`src/rtl/soc_system_pkg.sv`:
```
`default_nettype none
// ============================================================================
//  Module      : soc_system_pkg
//  Description : Shared definitions for the soc_system button PIO: Avalon-MM
//                register word offsets and a counter-width helper.
//  Revision    : 1.0 - initial release
// ============================================================================
package soc_system_pkg;

    // Avalon-MM register word offsets
    localparam logic [1:0] C_REG_DATA      = 2'd0;  // debounced button levels
    localparam logic [1:0] C_REG_DIRECTION = 2'd1;  // input-only PIO, reads zero
    localparam logic [1:0] C_REG_IRQMASK   = 2'd2;  // per-bit interrupt enable
    localparam logic [1:0] C_REG_EDGECAP   = 2'd3;  // press capture, write-1-to-clear

    // ceil(log2(value)) with a floor of one bit so a counter always exists
    function automatic int clog2_min1(input int value);
        int width;
        width = $clog2(value);
        return (width < 1) ? 1 : width;
    endfunction

endpackage
`default_nettype wire

```
`src/rtl/soc_system_debounce.sv`:
```
`default_nettype none
// ============================================================================
//  Module      : soc_system_debounce
//  Description : One button bit: 2-flop synchronizer followed by a stability
//                counter. The output only follows the synced pin after it has
//                differed from the accepted level for DEBOUNCE_CYCLES cycles.
//  Revision    : 1.0 - initial release
// ============================================================================
module soc_system_debounce
    import soc_system_pkg::*;
#(
    parameter int DEBOUNCE_CYCLES = 50000
) (
    input  logic clk,
    input  logic reset,
    input  logic pin,
    output logic stable
);

    localparam int                CNT_W      = clog2_min1(DEBOUNCE_CYCLES);
    localparam logic [CNT_W-1:0]  C_CNT_LAST = CNT_W'(DEBOUNCE_CYCLES - 1);

    logic             r_meta;
    logic             r_sync;
    logic             r_stable;
    logic [CNT_W-1:0] r_count;

    // Two-flop synchronizer; idles high (button released) out of reset
    always_ff @(posedge clk) begin
        if (reset) begin
            r_meta <= 1'b1;
            r_sync <= 1'b1;
        end else begin
            r_meta <= pin;
            r_sync <= r_meta;
        end
    end

    // Stability counter: any agreement restarts it, acceptance clears it, so it never wraps
    always_ff @(posedge clk) begin
        if (reset) begin
            r_count  <= '0;
            r_stable <= 1'b1;
        end else if (r_sync == r_stable) begin
            r_count  <= '0;
        end else if (r_count == C_CNT_LAST) begin
            r_stable <= r_sync;
            r_count  <= '0;
        end else begin
            r_count  <= r_count + CNT_W'(1);
        end
    end

    assign stable = r_stable;

endmodule
`default_nettype wire

```
`src/rtl/soc_system_button_in_pio.sv`:
```
`default_nettype none
// ============================================================================
//  Module      : soc_system_button_in_pio
//  Description : Avalon-MM input PIO for push buttons (active-low). Debounces
//                each pin, captures presses (falling edges of the debounced
//                level) and raises a level interrupt for unmasked captures.
//  Revision    : 1.0 - initial release
// ============================================================================
module soc_system_button_in_pio
    import soc_system_pkg::*;
#(
    parameter int WIDTH           = 3,
    parameter int DEBOUNCE_CYCLES = 50000
) (
    input  logic             clk,
    input  logic             reset,
    input  logic [1:0]       address,
    input  logic             chipselect,
    input  logic             write_n,
    input  logic [31:0]      writedata,
    output logic [31:0]      readdata,
    input  logic [WIDTH-1:0] in_port,
    output logic             irq
);

    logic [WIDTH-1:0] w_stable;
    logic [WIDTH-1:0] r_stable_prev;
    logic [WIDTH-1:0] r_irqmask;
    logic [WIDTH-1:0] r_edgecapture;
    logic [WIDTH-1:0] w_press;
    logic [WIDTH-1:0] w_clear;
    logic             w_wr_en;

    generate
        for (genvar gi = 0; gi < WIDTH; gi++) begin : g_debounce
            soc_system_debounce #(
                .DEBOUNCE_CYCLES (DEBOUNCE_CYCLES)
            ) u_debounce (
                .clk    (clk),
                .reset  (reset),
                .pin    (in_port[gi]),
                .stable (w_stable[gi])
            );
        end
    endgenerate

    // Upper write-data bits have no register behind them
    generate
        if (WIDTH < 32) begin : g_unused_wdata
            logic w_unused_wdata;
            assign w_unused_wdata = ^writedata[31:WIDTH];
        end
    endgenerate

    assign w_wr_en = chipselect & ~write_n;
    // A press is the debounced level going 1 -> 0
    assign w_press = r_stable_prev & ~w_stable;
    assign w_clear = (w_wr_en && (address == C_REG_EDGECAP)) ? writedata[WIDTH-1:0] : '0;

    // Delayed copy of the debounced levels; reset matches the forced all-ones level so reset never looks like a press
    always_ff @(posedge clk) begin
        if (reset) begin
            r_stable_prev <= '1;
        end else begin
            r_stable_prev <= w_stable;
        end
    end

    // Interrupt mask register
    always_ff @(posedge clk) begin
        if (reset) begin
            r_irqmask <= '0;
        end else if (w_wr_en && (address == C_REG_IRQMASK)) begin
            r_irqmask <= writedata[WIDTH-1:0];
        end
    end

    // Edge capture: write-1-to-clear, a new press on the same edge wins
    always_ff @(posedge clk) begin
        if (reset) begin
            r_edgecapture <= '0;
        end else begin
            r_edgecapture <= (r_edgecapture & ~w_clear) | w_press;
        end
    end

    // Zero-wait-state read mux, independent of chipselect
    always_comb begin
        readdata = '0;
        case (address)
            C_REG_DATA:      readdata = 32'(w_stable);
            C_REG_DIRECTION: readdata = '0;
            C_REG_IRQMASK:   readdata = 32'(r_irqmask);
            C_REG_EDGECAP:   readdata = 32'(r_edgecapture);
            default:         readdata = '0;
        endcase
    end

    assign irq = |(r_edgecapture & r_irqmask);

endmodule
`default_nettype wire

```
`config.mk`:
```
export PLATFORM = sky130hd
export DESIGN_NAME = soc_system_button_in_pio
export DESIGN_NICKNAME = d
export VERILOG_FILES = /design/src/rtl/soc_system_pkg.sv /design/src/rtl/soc_system_debounce.sv /design/src/rtl/soc_system_button_in_pio.sv
export SDC_FILE = /design/constraint.sdc
export NUM_CORES = 1
export LEC_CHECK = 0
export CAP_MARGIN = 20
export CELL_PAD_IN_SITES_DETAIL_PLACEMENT = 0
export CELL_PAD_IN_SITES_GLOBAL_PLACEMENT = 2
export CORE_MARGIN = 2
export CORE_UTILIZATION = 29
export CTS_CLUSTER_SIZE = 25
export DETAILED_ROUTE_END_ITERATION = 16
export HOLD_SLACK_MARGIN = 0.02
export PLACE_DENSITY_LB_ADDON = 0.3
export SLEW_MARGIN = 25
export SYNTH_ARGS = -nofsm -noshare
export SYNTH_HDL_FRONTEND = slang
export SYNTH_SLANG_ARGS = --single-unit
```
`constraint.sdc`:
```
create_clock -name clk -period 2.25 [get_ports clk]
set_input_delay 0.3375 -clock clk [delete_from_list [all_inputs] [get_ports clk]]
set_output_delay 0.3375 -clock clk [all_outputs]
set_load 0.01 [all_outputs]
```
==> reports/metrics.yaml <==
critical_path:
  crit-reg2reg-launch: "g_debounce[0].u_debounce.r_count[12]$_SDFF_PP0_"
  r2r_setup_slack_ns: 0.42
  cp-end-kind: "output port"
  cp_max_fo: 8
  critPathArrivalTime_ns: 1.67
  critPathCapture: "readdata[0]"
  worstSetupStartpointType: "input port"
  r2r-end: "g_debounce[0].u_debounce.r_count[15]$_SDFF_PP0_"
  startpoint: "address[0]"
  path_class: "in2out"
  reg2reg_depth: 5
  critPathRequiredTime_ns: 1.91
power_and_ir_drop:
  p_leak_nw: 1.090
  p_seq_share_pct: 52.7
  p_int_mw: 1.723
  comb_power_share_pct: 4.0
  power_density_nw_per_um2: 644.4
  p_sw_share_pct: 23.03
  clock_power_share_pct: 43.3
  p_total_mw: 2.238
  ir_drop_mv: 0.2094
  switchingPower_uw: 515.5
synthesis:
  yosysWarnings: 0
  syn_area_per_cell_um2: 8.882
  netlist_area_um2: 3064
  ys_seq_area_share_pct: 43.12
  synth_xor_area_share_pct: 12.58
  ys.flop_type: "dfxtp_1"
  synth-adder-area-share_pct: 1.225
  synth-compound-area-share_pct: 3.307
  synth-edff-count: 0
  synth_top_family_by_area: "simple AND/OR/NAND/NOR gates"
  ys_seq_elements: 66
  ys_async_sr_fraction_pct: 0
  ys_types: 35
  synth_mux_area_share_pct: 2.287
  synthSimpleGateAreaFrac_pct: 26.38
  synthCells: 345
hold_path:
  min_path_type: "reg2reg"
  holdCritStartpoint: "g_debounce[2].u_debounce.r_meta$_SDFF_PP1_"
grt:
  grt_antenna_before_repair: 0
  grt-ovfl-total: 0
  grt_max_degree: 17
  grt_pass1_wl_um: 9404
  grt_pass1_vias: 2024
  grt_usage_pct: 10.29
sta:
  layout_setup_ws_ns: 0.2424
  fin_setup_tns_ns: 0
  finalHoldViolations: 0
  rsz0062_at_grt: "false"
  fin_skew_ns: 0.008333
  setup_viol: 0
  final.min_clock_period_ns: 2.008
  slew_violations: 0
  max_freq_mhz: 498.1
  finalCritPeriodShare_pct: 89.22
placement:
  dp_hpwl_um: 3741
  pre_cts_ws_ns: 0.08055
  port_buffers: 15
  gp_congestion: 0.7190
clock_network:
  cts_sinks: 66
  htree_levels: 3
  cts_setup_buffers: 0
  insertion_delay_ns: 0.34
  ctsResizeCount: 0
  clock_path_buffers: 2
  path_clk_slew_ns: 0.08
  cts_tree: "yes"
  cts_root_buf: "clkbuf_8"
  cts_buffers: 9
  hold_buffers: 0
detailed_routing:
  num_vias: 2172
  firstDrtPassIters: 4
  routedWlPerCell_um: 10.56
  routed_wl_um: 5396
  ant_nets: 0
  drt_iter0_markers: 72
  drc_errors: 0
  viasPerCell: 4.250
layout:
  fin_util_pct: 33.80
  syn_to_final_growth_pct: 13.35
  drive_above_1_share_pct: 10.40
  antenna_cells: 0
  layout.nets: 414
floorplanning:
  die_w_um: 106.8
  initial_core_util_pct: 29.81
  rows: 37
  core_area_um2: 10280
  dieArea_um2: 11400
  die_y_um: 106.8
  ios: 74
outcome:
  outcome: "finished, final reports clean"
flow_run:
  cap_violations: 0
==> worst max-delay path: stages <==
cell and delay [ns]:
clkdlybuf4s50_1 0.59, nand3_1 0.09, o21ai_0 0.09, clkdlybuf4s50_1 0.56
==> flip-flops by register name, indices dropped and copies added (netlist names) <==
signal and flops:
g_debounce.u_debounce.r_count 48, g_debounce.u_debounce.r_meta 3, g_debounce.u_debounce.r_sync 3, g_debounce.u_debounce.stable 3, r_edgecapture 3, r_irqmask 3
r_stable_prev 3
==> through the flow <==
step	cell area (µm²)	cells	hold slack [ns]
final	3473	511	0.4155
after global routing	3473	511	0.4357
after CTS	3471	511	0.4204
after detailed placement	3277	495	0.3961
after global placement	3277	495	0.3946
after floorplan	3169	373	0.3895
==> worst min path at each step <==
stage	slack, ns	endpoint	cells past startpoint
after floorplan	0.39	g_debounce[0].u_debounce.r_sync$_SDFF_PP1_	1
after global placement	0.39	g_debounce[2].u_debounce.r_sync$_SDFF_PP1_	1
after detailed placement	0.40	g_debounce[0].u_debounce.r_sync$_SDFF_PP1_	1
after CTS	0.42	g_debounce[0].u_debounce.r_sync$_SDFF_PP1_	1
after global routing	0.44	g_debounce[2].u_debounce.r_sync$_SDFF_PP1_	1
final	0.42	g_debounce[2].u_debounce.r_sync$_SDFF_PP1_	1
==> per-layer routing <==
metal / up-vias / GRT usage [%] / share of wire (%)
met4: 0 / 4.174 / 1.4
met1: 983 / 13.58 / 53
li1: 1144 / - / -
met2: 39 / 15.29 / 41
met3: 6 / 3.587 / 4.4
met5: - / 0 / 0
==> cell usage after synthesis, drive strengths merged (4+ instances only) <==
| cell | number | area share (%) |
|---|---|---|
| dfxtp | 66 | 43 |
| nor2 | 66 | 8.1 |
| xnor2 | 41 | 12 |
| buf | 36 | 8.9 |
| nand3 | 19 | 3.3 |
| inv | 15 | 1.8 |
| nor4 | 14 | 3.3 |
| nand2 | 12 | 1.5 |
| nor3 | 12 | 2.0 |
| nand4 | 10 | 2.0 |
| or2 | 8 | 1.6 |
| mux2i | 7 | 2.3 |
| nor2b | 5 | 1.0 |
| a21oi | 4 | 0.78 |
| or3 | 4 | 0.82 |
==> area by class of cell <==
| type | count | area [µm²] |
|---|---|---|
| Timing Repair Buffer | 24 | 220.2 |
| Clock buffer | 9 | 123.9 |
| Fill cell | 1101 | 6804 |
| Clock inverter | 7 | 70.07 |
| Inverter | 15 | 56.30 |
| Tap cell | 136 | 170.2 |
| Sequential cell | 66 | 1321 |
| Multi-Input combinational cell | 254 | 1511 |
==> cell families after synthesis <==
logic type / Yosys count
other cells: 1
fa+ha+maj: 3
xor+xnor: 44
buf+inv: 53
flops: 66
mux: 7
simple gates: 159
compound gates: 12
==> placed cells by master (no fill, tap or decap), types with 3 or more instances in the layout <==
cell             instances
nor2_1                  66
dfxtp_1                 66
xnor2_1                 41
conb_1                  29
nand3_1                 18
inv_1                   15
clkdlybuf4s50_1         14
nand2_1                 12
nor4_1                  12
nor3_1                  12
nand4_1                 10
clkbuf_8                 9
buf_4                    9
or2_2                    8
mux2i_1                  7
nor2b_1                  5
or3_1                    4
o21ai_0                  3
a21oi_1                  3
xor2_1                   3
ha_1                     3
clkinv_2                 3
==> power groups by stage <==
stage	Sequential, mW	Combinational, mW	Clock (mW)
2_1_floorplan	1.21	0.0922	0
3_3_place_gp	1.21	0.0892	0
3_5_place_dp	1.21	0.0892	0
4_1_cts	1.18	0.0897	1.03
5_1_grt	1.18	0.0985	1.08
6_report	1.18	0.0891	0.969
Note: power is estimated with default switching activity, not from simulation.
